===== config.mk =====
export PLATFORM = sky130hd
export DESIGN_NAME = cacheline_adapter
export DESIGN_NICKNAME = d
export VERILOG_FILES = /design/src/rtl/cacheline_adapter.sv
export SDC_FILE = /design/constraint.sdc
export NUM_CORES = 1
export LEC_CHECK = 0
export CAP_MARGIN = 40
export CORE_AREA = 4 4 271 273
export DETAILED_ROUTE_END_ITERATION = 12
export DIE_AREA = 0 0 275 277
export DONT_BUFFER_PORTS = 1
export GPL_TIMING_DRIVEN = 1
export SETUP_SLACK_MARGIN = 0.4
export SLEW_MARGIN = 30
export SYNTH_ARGS = -nofsm -noshare
export SYNTH_HDL_FRONTEND = slang
export SYNTH_SLANG_ARGS = --single-unit

===== constraint.sdc =====
create_clock -name clk -period 3.55 [get_ports clk]
set_clock_uncertainty 0.05 [all_clocks]
set_input_delay 1.065 -clock clk [delete_from_list [all_inputs] [get_ports clk]]
set_output_delay 1.065 -clock clk [all_outputs]
set_load 0.01 [all_outputs]

===== src/rtl/cacheline_adapter.sv =====
// Converts one 256-bit cache-line request on the dfp port into a 4-beat x 64-bit burst on bmem.
// One transaction is outstanding at a time. Completion is signalled by a single-cycle dfp_resp.
module cacheline_adapter #(
  parameter int BEAT_W   = 64,
  parameter int BEATS    = 4,
  parameter int OFFSET_W = 5,
  localparam int LINE_W  = BEATS * BEAT_W,
  localparam int CNT_W   = $clog2(BEATS)
) (
  input  logic              clk,
  input  logic              rst,
  input  logic [31:0]       dfp_addr,
  input  logic              dfp_read,
  input  logic              dfp_write,
  input  logic [LINE_W-1:0] dfp_wdata,
  output logic [LINE_W-1:0] dfp_rdata,
  output logic              dfp_resp,
  output logic [31:0]       bmem_addr,
  output logic              bmem_read,
  output logic              bmem_write,
  output logic [BEAT_W-1:0] bmem_wdata,
  input  logic              bmem_ready,
  input  logic [BEAT_W-1:0] bmem_rdata,
  input  logic              bmem_rvalid
);

  localparam logic [31:0]      ADDR_MASK = {{(32-OFFSET_W){1'b1}}, {OFFSET_W{1'b0}}};
  localparam logic [CNT_W-1:0] LAST_BEAT = CNT_W'(BEATS - 1);

  typedef enum logic [2:0] {IDLE, RD_REQ, RD_WAIT, WR_BURST, RESP} state_t;

  state_t             state;
  logic [CNT_W-1:0]   cnt;
  logic [31:0]        addr_buf;
  logic [LINE_W-1:0]  line_buf;

  always_ff @(posedge clk) begin
    if (rst) begin
      state    <= IDLE;
      cnt      <= '0;
      addr_buf <= '0;
      line_buf <= '0;
    end else begin
      case (state)
        IDLE: begin
          // Write wins if both requests are seen together.
          if (dfp_write) begin
            addr_buf <= dfp_addr & ADDR_MASK;
            line_buf <= dfp_wdata;
            cnt      <= '0;
            state    <= WR_BURST;
          end else if (dfp_read) begin
            addr_buf <= dfp_addr & ADDR_MASK;
            state    <= RD_REQ;
          end
        end
        RD_REQ: begin
          if (bmem_ready) begin
            cnt   <= '0;
            state <= RD_WAIT;
          end
        end
        RD_WAIT: begin
          if (bmem_rvalid) begin
            line_buf[cnt*BEAT_W +: BEAT_W] <= bmem_rdata;
            cnt <= cnt + CNT_W'(1);
            if (cnt == LAST_BEAT) state <= RESP;
          end
        end
        WR_BURST: begin
          if (bmem_ready) begin
            cnt <= cnt + CNT_W'(1);
            if (cnt == LAST_BEAT) state <= RESP;
          end
        end
        RESP:    state <= IDLE;
        default: state <= IDLE;
      endcase
    end
  end

  // Control strobes decode from state; data and address come straight from the buffers.
  assign bmem_read  = (state == RD_REQ);
  assign bmem_write = (state == WR_BURST);
  assign dfp_resp   = (state == RESP);
  assign bmem_addr  = addr_buf;
  assign bmem_wdata = line_buf[cnt*BEAT_W +: BEAT_W];
  assign dfp_rdata  = line_buf;

endmodule


Word-level counts from Yosys, hierarchy flattened:

Index checks and enable logic that the tools add are counted.

* register bits: 293
* bits of input ports: 358
* output and inout port bits: 355
* logic and storage cells: 45

* add/sub/neg operators: 2
* equality and inequality tests: 10
* shift operators: 3
* muxes and demuxes: 18
* reductions and logical operators: 8

Operator list (number)
* 2-to-1 mux 256 bit: 2
* case mux 256 bit (2 select lines): 1
* bitwise mux 256 bit: 1
* variable shift 64 x 34 -> 256 bit (first input constant): 1
* indexed part select 256 x 9 -> 64 bit: 1
* indexed part select 64 x 34 -> 256 bit: 1
* 2-to-1 mux 32 bit: 2
* negator 8 -> 34 bit: 1
* 2-to-1 mux 3 bit: 6
* case mux 3 bit (4 select lines): 1
* 2-to-1 mux 2 bit: 4
* case mux 2 bit (4 select lines): 1
* equality test 3 x 2 -> 1 bit (second input constant): 2
* AND reduction 5 bit: 1
* != test 2 x 1 -> 1 bit (second input constant): 2
* != test 2 bit (second input constant): 2
* AND reduction 4 bit: 1
* nonzero test 2 bit: 2
* nonzero test 4 bit: 1
* equality test 3 x 1 -> 1 bit (second input constant): 1
* equality test 3 bit (second input constant): 1
* logical NOT 3 bit: 1
* != test 3 bit (second input constant): 1
* AND reduction 3 bit: 1
* other kinds (3): 3

Logic depth before layout (Yosys ltp):

* word-level depth: 5
* mapped depth: 10

Worst setup path before layout:

OpenSTA, ideal clock, no wires.

* kind: reg-to-output
* start point: register cnt[0]
* end point: output port bmem_wdata[0]
* data arrival time: 1.698 ns
* required time: 2.435 ns
* slack: 0.737 ns
* stages on the path, launching flop included: 5
* cell sequence: dfxtp_1 > clkbuf_1 > buf_2 > buf_2 > mux4_2

* longest elaborated chain between the ends: 1

RTL lines
* from (decl): RTL line 33 `logic [CNT_W-1:0] cnt;`
* from (signal assigned): RTL line 66 `cnt <= cnt + CNT_W'(1);`
* from (signal assigned): RTL line 72 `cnt <= cnt + CNT_W'(1);`
* indexed part select 256 x 9 -> 64 bit: RTL line 87 `assign bmem_wdata = line_buf[cnt*BEAT_W +: BEAT_W];`
* to (decl): RTL line 21 `output logic [BEAT_W-1:0] bmem_wdata,`

No other way between the ends.

Final worst setup path:

* start point: register cnt[1]
* end point: output port bmem_wdata[40]

The elaborated chain is that of the path after synthesis.

==> metrics.txt <==
# TYPE chip_impl_metric gauge
chip_impl_info{name="worstSetupStartpoint",value="cnt[1]$_SDFFE_PP0P_"} 1
chip_impl_metric{name="cts_num_sinks",unit=""} 288
chip_impl_metric{name="grt_max_degree",unit=""} 289
chip_impl_metric{name="overall_die_area",unit="sq um"} 76180
chip_impl_metric{name="timing.critical_path.fanout_max",unit=""} 32
chip_impl_metric{name="detail_routed_net_length_per_standard_cell",unit="microns"} 32.56
chip_impl_metric{name="ant_nets",unit=""} 0
chip_impl_metric{name="area_growth",unit="%"} 12.78
chip_impl_metric{name="yosys_warnings",unit=""} 0
chip_impl_metric{name="clock_insertion_delay_worst_skew",unit="ns"} 0.53
chip_impl_metric{name="cts-buffers-inserted",unit=""} 35
chip_impl_metric{name="global_route.usage.total",unit="%"} 19.28
chip_impl_metric{name="routabilityCongestion",unit=""} 0.8939
chip_impl_info{name="synth_top_cells_by_count",value="288 x sky130_fd_sc_hd__dfxtp_1, 194 x sky130_fd_sc_hd__nor2_1, 192 x sky130_fd_sc_hd__a221oi_1, 192 x sky130_fd_sc_hd__a32oi_1, 144 x sky130_fd_sc_hd__clkbuf_1"} 1
chip_impl_metric{name="design.portCount",unit=""} 713
chip_impl_metric{name="synth_seq_area_share",unit="%"} 37.31
chip_impl_metric{name="finalSetupTns",unit="ns"} 0
chip_impl_info{name="clock_tree_from_tritoncts",value="built"} 1
chip_impl_metric{name="hold_violations",unit=""} 0
chip_impl_metric{name="cp_num_cells",unit=""} 2
chip_impl_info{name="terminus_of_the_critical_flop_to_flop_path",value="dfp_rdata[69]$_SDFFE_PP0P_"} 1
chip_impl_metric{name="crit_path_dat",unit="ns"} 1.93
chip_impl_metric{name="cts-resized-gates",unit=""} 0
chip_impl_metric{name="synth_edf_count",unit=""} 0
chip_impl_metric{name="via_count_of_the_first_global_routing_pass",unit=""} 15510
chip_impl_metric{name="clkPwrFrac",unit="%"} 21.9
chip_impl_metric{name="final_critical_path_setup_slack",unit="ns"} 0.5024
chip_impl_metric{name="layout.nets",unit=""} 1833
chip_impl_metric{name="core_area",unit="sq um"} 71120
chip_impl_metric{name="buf_inv_on_cp",unit=""} 1
chip_impl_metric{name="final-setup-viol-count",unit=""} 0
chip_impl_metric{name="cts.hold.buffers_added",unit=""} 0
chip_impl_info{name="cp-endpoint",value="bmem_wdata[40]"} 1
chip_impl_metric{name="final.min_clock_period",unit="ns"} 3.048
chip_impl_metric{name="pre_cts_ws",unit="ns"} 0.5208
chip_impl_metric{name="internal_cell_power",unit="mW"} 9.196
chip_impl_info{name="worstSetupStartpointType",value="register"} 1
chip_impl_metric{name="grt_antenna_before_repair",unit=""} 13
chip_impl_metric{name="synthesis.instances",unit=""} 1627
chip_impl_metric{name="detailed_routing_iterations_pass_1",unit=""} 6
chip_impl_metric{name="r2r_setup_slack",unit="ns"} 0.54
chip_impl_metric{name="overflow",unit=""} 0
chip_impl_metric{name="syn-cell-area",unit="sq um"} 15450
chip_impl_metric{name="cellPowerDensity",unit="nW/um^2"} 991.7
chip_impl_metric{name="transition_time_of_the_tightest_slew_check_pin",unit="ns"} 0.8757
chip_impl_metric{name="sw_frac_of_total",unit="%"} 46.78
chip_impl_metric{name="chipWidth",unit="microns"} 275
chip_impl_metric{name="postSynthAreaPerCell",unit="sq um"} 9.497
chip_impl_metric{name="worst_r2r_path_depth",unit=""} 4
chip_impl_metric{name="highest_attainable_clock_frequency",unit="GHz"} 0.3281
chip_impl_info{name="element_type_at_the_critical_path_end",value="output pin"} 1
chip_impl_metric{name="critical_path.max_stage_delay",unit="ns"} 0.50
chip_impl_metric{name="layout.filler_cells",unit=""} 7555
chip_impl_metric{name="yosysTopAreaCellShare",unit="%"} 37.31
chip_impl_metric{name="worst_slew_margin_rel",unit="%"} 41.62
chip_impl_info{name="min_path_type",value="reg -> reg"} 1
chip_impl_metric{name="total_leakage_power",unit="nW"} 5.286
chip_impl_metric{name="place.detailed.hpwl",unit="mm"} 52.21
chip_impl_metric{name="initial_utilization",unit="%"} 21.73
chip_impl_info{name="rsz0062_at_grt",value="false"} 1
chip_impl_metric{name="drive_gt1_share",unit="%"} 12.52
chip_impl_metric{name="post_drt_via_cell_ratio",unit=""} 6.436
chip_impl_metric{name="die_h",unit="microns"} 277
chip_impl_metric{name="clock_tree.htree_level_count",unit=""} 2
chip_impl_metric{name="dr_total_vias",unit=""} 15790
chip_impl_info{name="synthMostInstantiatedCell",value="sky130_fd_sc_hd__dfxtp_1"} 1
chip_impl_metric{name="drcViolationCount",unit=""} 0
chip_impl_metric{name="vdd.ir_drop.worst",unit="mV"} 0.4319
chip_impl_info{name="path_cells",value="buf_4 -> mux4_2"} 1
chip_impl_info{name="synth_largest_area_cell",value="sky130_fd_sc_hd__dfxtp_1"} 1
chip_impl_info{name="cpLargestDelayFamily",value="multiplexers"} 1
chip_impl_metric{name="postCtsSetupRepairBufs",unit=""} 0
chip_impl_info{name="postSynth.topFlopCell",value="sky130_fd_sc_hd__dfxtp_1"} 1
chip_impl_metric{name="number_of_max_slew_violations_in_the_final_report",unit=""} 0
chip_impl_metric{name="period_share",unit="%"} 85.85
chip_impl_metric{name="clkSlewWorstSetupHoldPaths",unit="ns"} 0.06
chip_impl_metric{name="post_synth_num_cell_types",unit=""} 37
chip_impl_metric{name="grt_pass1_wl",unit="mm"} 111.2
chip_impl_metric{name="synth_async_sr_flop_share",unit="%"} 0
chip_impl_info{name="crit_path_top_delay_cell",value="sky130_fd_sc_hd__mux4_2"} 1
chip_impl_info{name="critPathKind",value="reg -> out"} 1
chip_impl_info{name="worst_r2r_startpoint",value="state[1]$_SDFFE_PP0P_"} 1
chip_impl_metric{name="detail_route.iter0.violations",unit=""} 1810
chip_impl_metric{name="power_frac_comb",unit="%"} 41.4
chip_impl_metric{name="share_seq_of_total_power",unit="%"} 36.7
chip_impl_metric{name="routed_wirelength",unit="mm"} 79.87
chip_impl_info{name="status",value="finished clean"} 1
chip_impl_metric{name="switchingPower",unit="mW"} 8.085
chip_impl_info{name="clk_root_buffer_cell",value="sky130_fd_sc_hd__clkbuf_16"} 1
chip_impl_metric{name="max-clock-path-buffers",unit=""} 3
chip_impl_metric{name="final_core_utilization",unit="%"} 24.50
chip_impl_metric{name="worst-endpoint-required",unit="ns"} 2.43
chip_impl_info{name="largest_cells_by_area_after_synthesis",value="sky130_fd_sc_hd__dfxtp_1 37%, sky130_fd_sc_hd__a221oi_1 11%, sky130_fd_sc_hd__a32oi_1 11%"} 1
chip_impl_metric{name="cap_viol_max_count",unit=""} 0
chip_impl_metric{name="port_buffers",unit=""} 0
chip_impl_metric{name="core.rowCount",unit=""} 98
chip_impl_metric{name="ys_ff_latch",unit=""} 288
cell type report:
class | count | area [sq um] | area share, %
Antenna cell | 9 | 22.52 | 0.1292
Clock buffer | 51 | 1059 | 6.075
Clock inverter | 10 | 128.9 | 0.7396
Inverter | 2 | 7.507 | 0.04308
Multi-Input combinational cell | 1098 | 8640 | 49.58
Sequential cell | 288 | 5777 | 33.15
Tap cell | 950 | 1189 | 6.821
Timing Repair Buffer | 45 | 603.1 | 3.461
power by group through the flow:
| stage | logic (mW) | registers, mW | clock network [mW] |
|---|---|---|---|
| global route | 7.62 | 6.43 | 3.98 |
| CTS | 6.98 | 6.31 | 3.88 |
| floorplan | 5.24 | 5.60 | 0 |
| finish | 7.15 | 6.35 | 3.78 |
| detailed placement | 6.96 | 6.39 | 0 |
| global placement | 6.80 | 6.35 | 0 |
worst reg2reg max path, stage by stage (launching register included):
cell,delay (ns)
sky130_fd_sc_hd__dfxtp_4,0.87
sky130_fd_sc_hd__and4bb_4,0.77
sky130_fd_sc_hd__nand2_4,0.47
sky130_fd_sc_hd__buf_12,0.37
sky130_fd_sc_hd__a221oi_1,0.38
flip-flops by register name, summed over array words and instances, names as in the netlist:
name	flops
bmem_addr	27
cnt	2
dfp_rdata	256
state	3
per-layer routing:
layer,share of wire [%],vias to the layer above,GRT usage [%]
li1,-,6264,-
met1,35,7716,22.23
met2,46,1475,31.25
met3,13,331,6.810
met4,6.2,2,10.33
met5,0.018,-,0
placed cells by master, fill, tap and decap left out, drive strengths merged, types with 3 or more instances in the layout:
cell	netlist	routed
a211oi	65	65
a21oi	33	33
nand3	95	95
bufinv	0	3
diode	0	9
dfxtp	288	288
nor2	194	194
nor2b	66	66
clkbuf	144	51
a311oi	64	64
a32oi	192	192
buf	99	45
mux4	64	64
clkinv	0	7
nand2b	67	67
ha	5	5
nand2	4	4
a221oi	192	192
o21ai	30	30
conb	1	5
how the worst min path moves through the flow:
stage,start,end,slack [ns],cells after the start
6_report,bmem_addr[24]$_SDFFE_PP0P_,bmem_addr[24]$_SDFFE_PP0P_,0.48,2
5_1_grt,cnt[1]$_SDFFE_PP0P_,cnt[1]$_SDFFE_PP0P_,0.50,2
4_1_cts,bmem_addr[8]$_SDFFE_PP0P_,bmem_addr[8]$_SDFFE_PP0P_,0.47,2
3_5_place_dp,bmem_addr[29]$_SDFFE_PP0P_,bmem_addr[29]$_SDFFE_PP0P_,0.47,2
3_3_place_gp,bmem_addr[23]$_SDFFE_PP0P_,bmem_addr[23]$_SDFFE_PP0P_,0.46,2
2_1_floorplan,bmem_addr[10]$_SDFFE_PP0P_,bmem_addr[10]$_SDFFE_PP0P_,0.45,2
cells by family (layout without fill, tap and decap cells):
group / Yosys count / count (layout) / share of synthesized area, %
AOI/OAI and AO/OA: 580 / 580 / 30.88
and+or+nand+nor: 442 / 442 / 14.34
DFF: 288 / 288 / 37.31
buffers and inverters: 245 / 108 / 7.580
muxes: 66 / 66 / 9.458
adders and majority gates: 5 / 5 / 0.4049
other: 1 / 14 / 0.02427
through the flow:
step | area (sq um) | total power [mW] | cells | hold WS (ns)
after floorplan | 15470 | 10.84 | 1631 | 0.4484
after global placement | 16160 | 13.15 | 2381 | 0.4630
after detailed placement | 16190 | 13.35 | 2382 | 0.4650
after CTS | 17380 | 17.17 | 2443 | 0.4729
after global routing | 17420 | 18.04 | 2452 | 0.5027
final | 17430 | 17.28 | 2453 | 0.4763
(Power assumes the default switching activity.)
